$ cat src/rtl/vram_copy_arbiter.sv
// Arbitrates the single-port LCD video RAM between CPU accesses and the per-vsync snapshot burst into the frame buffer.
// Optional build macro VRAM_ATOMIC_COPY_EN holds the CPU off for the whole burst so each frame is a consistent snapshot.
module vram_copy_arbiter #(
  parameter int COPY_WORDS = 256
) (
  input  logic       clk,
  input  logic       reset,
  input  logic       cpu_req,
  input  logic       cpu_we,
  input  logic [7:0] cpu_addr,
  input  logic [3:0] cpu_wdata,
  output logic       cpu_ready,
  output logic [3:0] cpu_rdata,
  output logic       cpu_rvalid,
  input  logic       vsync,
  output logic [7:0] ram_addr,
  output logic       ram_we,
  output logic [3:0] ram_wdata,
  input  logic [3:0] ram_rdata,
  output logic [7:0] copy_addr,
  output logic [3:0] copy_data,
  output logic       copy_we,
  output logic       copy_busy,
  output logic       copy_done,
  output logic [7:0] overrun_count
);

  typedef enum logic [1:0] {
    IDLE  = 2'd0,
    COPY  = 2'd1,
    DRAIN = 2'd2
  } state_t;

  localparam logic [8:0] LAST_ADDR = 9'(COPY_WORDS - 1);

  state_t     state;
  state_t     state_nxt;
  logic [8:0] issue_addr;
  logic       vsync_d;
  logic       vsync_edge;
  logic       cpu_acc;
  logic       copy_issue;
  logic       copy_pend;
  logic [7:0] copy_addr_q;
  logic       cpu_rd_pend;
  logic [3:0] cpu_rdata_q;
  logic [7:0] overrun_q;

  assign vsync_edge = vsync && !vsync_d;

`ifdef VRAM_ATOMIC_COPY_EN
  assign cpu_ready = (state == IDLE);
`else
  assign cpu_ready = 1'b1;
`endif

  assign cpu_acc = cpu_req && cpu_ready;

  // Port mux and next state; an accepted CPU access always wins the RAM port.
  always_comb begin
    state_nxt  = state;
    copy_issue = 1'b0;
    ram_addr   = 8'd0;
    ram_we     = 1'b0;
    ram_wdata  = 4'd0;
    if (cpu_acc) begin
      ram_addr  = cpu_addr;
      ram_we    = cpu_we;
      ram_wdata = cpu_wdata;
    end else if (state == COPY) begin
      copy_issue = 1'b1;
      ram_addr   = issue_addr[7:0];
    end
    case (state)
      IDLE: begin
        if (vsync_edge) state_nxt = COPY;
      end
      COPY: begin
        if (copy_issue && (issue_addr == LAST_ADDR)) state_nxt = DRAIN;
      end
      DRAIN: begin
        state_nxt = IDLE;
      end
      default: begin
        state_nxt = IDLE;
      end
    endcase
  end

  always_ff @(posedge clk) begin
    if (reset) begin
      state       <= IDLE;
      issue_addr  <= 9'd0;
      vsync_d     <= 1'b0;
      copy_pend   <= 1'b0;
      copy_addr_q <= 8'd0;
      cpu_rd_pend <= 1'b0;
      cpu_rdata_q <= 4'd0;
      overrun_q   <= 8'd0;
    end else begin
      state   <= state_nxt;
      vsync_d <= vsync;
      if ((state == IDLE) && vsync_edge) begin
        issue_addr <= 9'd0;
      end else if (copy_issue) begin
        issue_addr <= issue_addr + 9'd1;
      end
      // RAM read data arrives one cycle after the address, so tag it here.
      copy_pend <= copy_issue;
      if (copy_issue) copy_addr_q <= issue_addr[7:0];
      cpu_rd_pend <= cpu_acc && !cpu_we;
      if (cpu_rd_pend) cpu_rdata_q <= ram_rdata;
      if (vsync_edge && (state != IDLE) && (overrun_q != 8'hFF)) begin
        overrun_q <= overrun_q + 8'd1;
      end
    end
  end

  assign copy_we       = copy_pend;
  assign copy_addr     = copy_pend ? copy_addr_q : 8'd0;
  assign copy_data     = copy_pend ? ram_rdata : 4'd0;
  assign cpu_rvalid    = cpu_rd_pend;
  // Live RAM data on the response cycle, then held until the next read.
  assign cpu_rdata     = cpu_rd_pend ? ram_rdata : cpu_rdata_q;
  assign copy_busy     = (state == COPY) || (state == DRAIN);
  assign copy_done     = (state == DRAIN);
  assign overrun_count = overrun_q;

endmodule

$ cat config.mk
export PLATFORM = sky130hd
export DESIGN_NAME = vram_copy_arbiter
export DESIGN_NICKNAME = d
export VERILOG_FILES = /design/src/rtl/vram_copy_arbiter.sv
export SDC_FILE = /design/constraint.sdc
export NUM_CORES = 1
export LEC_CHECK = 0
export BUFFER_PORTS_ARGS = -buffer_cell sky130_fd_sc_hd__buf_2
export CAP_MARGIN = 20
export CORE_MARGIN = 8
export CORE_UTILIZATION = 35
export DETAILED_ROUTE_END_ITERATION = 12
export PLACE_DENSITY = 0.59
export SYNTH_ARGS = -nofsm -noshare
export SYNTH_HDL_FRONTEND = slang
export SYNTH_SLANG_ARGS = --single-unit
$ cat constraint.sdc
create_clock -name clk -period 1.9 [get_ports clk]
set_input_delay 0.38 -clock clk [delete_from_list [all_inputs] [get_ports clk]]
set_output_delay 0.38 -clock clk [all_outputs]
set_load 0.05 [all_outputs]
# Word level (Yosys, flattened, before mapping)

Cells that the tools add are included.

Input bits: 21
Output and inout bits: 42
Register bits: 34

Equal/unequal tests: 6
Reductions and logical operators: 13
Multiplexer cells: 12
$add $sub $neg: 2

Operators with widths:

| kind                  | number |
|---|---|
| $mux W8               | 3 |
| $mux W4               | 3 |
| $add A9 B1 Y9 const B | 1 |
| $eq A9 B8 Y1 const B  | 1 |
| $add A8 B1 Y8 const B | 1 |
| $ne A8 B8 Y1 const B  | 1 |
| $logic_and A1 B1 Y1   | 6 |
| $mux W2               | 2 |
| $ne A2 B2 Y1 const B  | 2 |
| $pmux W2 S2           | 1 |
| $mux W1               | 3 |
| $eq A2 B1 Y1 const B  | 1 |
| $eq A2 B2 Y1 const B  | 1 |
| $logic_not A1 Y1      | 2 |
| $logic_not A2 Y1      | 1 |
| $reduce_and A2 Y1     | 1 |
| $reduce_bool A2 Y1    | 1 |
| $reduce_or A2 Y1      | 1 |
| $logic_or A1 B1 Y1    | 1 |

# Logic depth before layout (Yosys ltp)

Word-level depth: 6
Mapped depth: 8
Depth with buffers taken out: 8

# Least setup slack after synthesis

OpenSTA, ideal clock, no wires.

Path type: register to output
Start point: reg state[1]
End point: out ram_addr[0]
Path slack: -0.058 ns
Buffers on the path: 2
Arrival time: 1.578 ns
Cell stages (with the launch flop): 8
Cells stage by stage: dfxtp_1 > inv_1 > ha_1 > nor2b_1 > clkbuf_1 > buf_2 > nand2_1 > nand2_1

Longest elaborated chain between the ends: 3

RTL lines:

| element                | RTL line | text |
|---|---|---|
| start, declared        | 36       | `state_t state;` |
| start signal, assigned | 101      | `state <= state_nxt;` |
| $eq A2 B1 Y1           | 70       | `end else if (state == COPY) begin` |
| $mux W8                | 70       |  |
| $mux W8                | 66       | `if (cpu_acc) begin` |
| end, declared          | 16       | `output logic [7:0] ram_addr,` |

Every way passes these cells.

# Worst setup path in the final report

Start point: reg state[1]
End point: out ram_addr[6]

The elaborated chain is that of the path after synthesis.

==> run metrics <==
proportion of netlist area held by the largest area contributor 41.0%; setup slack of the most critical reg-to-reg path 160 ps; endpoint of the worst-slack reg-to-reg timing path overrun_count[6]$_SDFFE_PP0P_; Distinct cells, synth 37; count of flip-flops with a built-in enable after synthesis 0; number of maximum-capacitance constraint violations 0; CP Launch Point state[1]$_SDFFE_PP0P_; category of the critical setup timing path reg -> out; count of final max-slew check failures 0; count of final hold-check violations 0; IO buf count between 60 and 70; Final Setup Violations 0; total leakage power 1.05 nW; starting density of the core a little over a third; Max stage delay on crit path approximately 330 ps; residual antenna-violating net count after detailed routing 0; 1st-pass router iterations 4; Top FF cell, synth sky130_fd_sc_hd__dfxtp_1; most common cell after layout, fill and taps aside sky130_fd_sc_hd__buf_2; sum of net half-perimeters after detailed placement approximately 3.3 mm; netlist area before placement 0.00166 mm^2; Die Y 84.9 um; die boundary width 84.9 um; vias per cell 4.78; grt total ovfl 0; main area contributors after synthesis sky130_fd_sc_hd__dfxtp_1 41%, sky130_fd_sc_hd__nand2_1 9.5%, sky130_fd_sc_hd__and2_1 6.4%; final setup margin 84.0 ps; highest layer used for signal routing met4; filler cell count in the final layout 473; main combinational cell family by area after synthesis simple AND/OR/NAND/NOR gates; total clock sinks 34; # H-tree levels 2; crit path capture ram_addr[6]; final estimated routing congestion in global placement 0.767; Die Area 0.00721 mm^2; worst reg2reg startpoint state[1]$_SDFFE_PP0P_; number of ports placed on the die boundary 63; number of antenna violations at the first check in global routing 0; sequential element share of the synthesized area 41.0%; Routed WL roughly 4.4 mm; highest net fanout along the worst path 6; Yosys Warn Count 0; global-route wire length before repair 7.25 mm; DP Worst Slack 159 ps; Critical Path, Cell by Cell inv_2 > ha_4 > nor2b_4 > buf_6 > nand2_2 > nand2_2 > buf_8; core outline area between 0.004 and 0.005 mm^2; maximum operating frequency 0.551 GHz; ratio of total power to cell area around 700 mW/mm^2; result of the run finished clean; Core Rows 25; multiplexer fraction of the synthesized cell area roughly 3.3%; Multi-input gate area 963 um^2; most numerous cell on the critical path sky130_fd_sc_hd__nand2_2; fraction of registers with async set/reset 0%; global routing usage summed across all routing layers 12.4%; largest net degree at the start of global routing 18; class of the most critical hold timing path in -> reg; post-synthesis average cell area 8.27 um^2; required arrival time at the worst endpoint between 1500 and 2000 ps; nature of the critical path endpoint output pin; Root Buffer Master sky130_fd_sc_hd__clkbuf_8; parity-gate share of the synthesized area counting xor and xnor cells 4.22%; number of buffers created by CTS 5; unrepaired setup endpoints after global routing yes; path length in cells of the critical path 7; Final Core Density 50.0%; NumNets Final 302; area growth from synthesis to layout 40.2%; post-layout minimum cycle time about 1800 ps; fraction of final layout cells with drive strength greater than 1 ~40%; WL per Instance 13.4 um; via count of the first global-routing pass 1,497; Top delay family on crit path buffers and inverters; crit path DAT 1440 ps; total met2 wirelength after detailed routing 2.06 mm; First DRT Iteration DRCs 77; clk slew on worst S/H paths 70 ps; length in cells of the worst reg-to-reg path 7; synthesized flop and latch total 34; critical path's slowest cell sky130_fd_sc_hd__dfxtp_2; startpoint kind of the worst setup timing path flip-flop; post-synthesis instance total 201; post-synthesis simple-gate area fraction 31.2%; most used cells in the layout excluding fill and tap cells 53 x sky130_fd_sc_hd__buf_2, 32 x sky130_fd_sc_hd__dfxtp_1, 28 x sky130_fd_sc_hd__nand2_1; share of the synthesized area in compound gates (AO/OA/AOI/OAI) 10.5%; total met3 wirelength after detailed routing 330 um; area leader, netlist sky130_fd_sc_hd__dfxtp_1; clock latency on the worst-skew pair 280 ps; number of diodes 0; number of vias after detailed routing 1,571; footprint of the flip-flops and latches 683 um^2; Max Clock Skew around 7.5 ps; final cycle utilization of the critical path 95.6%; number of buffers between clock root and the deepest sink 2; Max IR drop VDD 0.000444 V; routed metal-1 wirelength 1.98 mm; number of remaining DRC errors 0; post-synthesis share of cell area spent on full adders, half adders and majority gates under 10%; CTS tree built; WP buf/inv 3; syn_nets 229
==> repair_timing <==
action	4_1_cts	5_1_grt
setup buffers	2	2
endpoints found under the setup margin	8	8
cloned	1	0
pin swaps	0	1
gates resized for setup	22	18
hold buffers	0	0
==> worst register-to-register path, delay by kind of cell, from the launching register on <==
| family | cells | cell delay, ps |
|---|---|---|
| simple gates | 2 | 560 |
| flops | 1 | 350 |
| compound gates | 2 | 360 |
| buf+inv | 2 | 190 |
| fa+ha+maj | 1 | 200 |
==> layout make-up <==
class	instances	area share, %
Clock buffer	7	3.71
Clock inverter	1	0.215
Inverter	5	0.806
Multi-Input combinational cell	152	41.4
Sequential cell	34	29.3
Tap cell	54	2.90
Timing Repair Buffer	76	21.7
==> metrics by stage <==
step | std cells | TNS (ps) | power [mW] | cell area [um^2] | hold slack [ps]
floorplan | 201 | 0 | 0.984 | 1680 | 429
global placement | 316 | 0 | 1.07 | 2080 | 440
detailed placement | 316 | 0 | 1.07 | 2080 | 445
CTS | 327 | -13.6 | 1.64 | 2260 | 266
global route | 329 | 0 | 1.73 | 2330 | 264
finish | 329 | 0 | 1.65 | 2330 | 273
==> flip-flops by register name, summed over array words and instances (netlist names) <==
name and count:
copy_addr_q 8, copy_we 1, cpu_rdata_q 4, cpu_rvalid 1
issue_addr 9, overrun_count 8, state 2, vsync_d 1
==> cells by family (layout without fill, tap and decap cells) <==
family | after synthesis | after routing
AND/OR/NAND/NOR | 104 | 104
AO/OA/AOI/OAI | 27 | 27
buffers and inverters | 15 | 89
multiplexers | 5 | 5
flip-flops | 34 | 34
XOR/XNOR | 8 | 8
other | 1 | 1
adder cells (fa/ha/maj) | 7 | 7
==> report_power, final <==
group          total [mW]  internal [mW]  switching, mW
Clock               0.543          0.292          0.251
Sequential          0.744          0.729         0.0151
Combinational       0.359          0.133          0.226
==> how the worst min path moves through the flow <==
stage / from / end / slack [ps] / cells after the start
2_1_floorplan: copy_addr_q[0]$_SDFFE_PP0N_ / copy_addr_q[0]$_SDFFE_PP0N_ / 430 / 2
3_3_place_gp: copy_addr_q[0]$_SDFFE_PP0N_ / copy_addr_q[0]$_SDFFE_PP0N_ / 440 / 2
3_5_place_dp: copy_addr_q[1]$_SDFFE_PP0N_ / copy_addr_q[1]$_SDFFE_PP0N_ / 440 / 2
4_1_cts: cpu_we / cpu_rvalid$_SDFF_PP0_ / 270 / 2
5_1_grt: cpu_we / cpu_rvalid$_SDFF_PP0_ / 260 / 2
6_report: cpu_we / cpu_rvalid$_SDFF_PP0_ / 270 / 2
==> layer usage <==
metal	up-vias	GRT usage, %
met2	46	20.8
met5	-	0
met4	0	4.85
met3	2	4.54
li1	816	-
met1	707	14.0
==> synthesized netlist by cell type (2+ instances only) <==
master and instances:
sky130_fd_sc_hd__a211oi_1 2, sky130_fd_sc_hd__a21oi_1 15, sky130_fd_sc_hd__a311oi_1 2, sky130_fd_sc_hd__and2_1 17
sky130_fd_sc_hd__and4_1 2, sky130_fd_sc_hd__clkbuf_1 6, sky130_fd_sc_hd__dfxtp_1 34, sky130_fd_sc_hd__ha_1 7
sky130_fd_sc_hd__inv_1 5, sky130_fd_sc_hd__mux2_2 4, sky130_fd_sc_hd__nand2_1 42, sky130_fd_sc_hd__nand2b_1 3
sky130_fd_sc_hd__nand3_1 3, sky130_fd_sc_hd__nand4_1 4, sky130_fd_sc_hd__nand4b_1 2, sky130_fd_sc_hd__nor2_1 15
sky130_fd_sc_hd__nor2b_1 6, sky130_fd_sc_hd__nor3_1 6, sky130_fd_sc_hd__o21bai_1 2, sky130_fd_sc_hd__xnor2_1 4
sky130_fd_sc_hd__xor2_1 4
No activity file was read; power rests on OpenSTA's default activity.
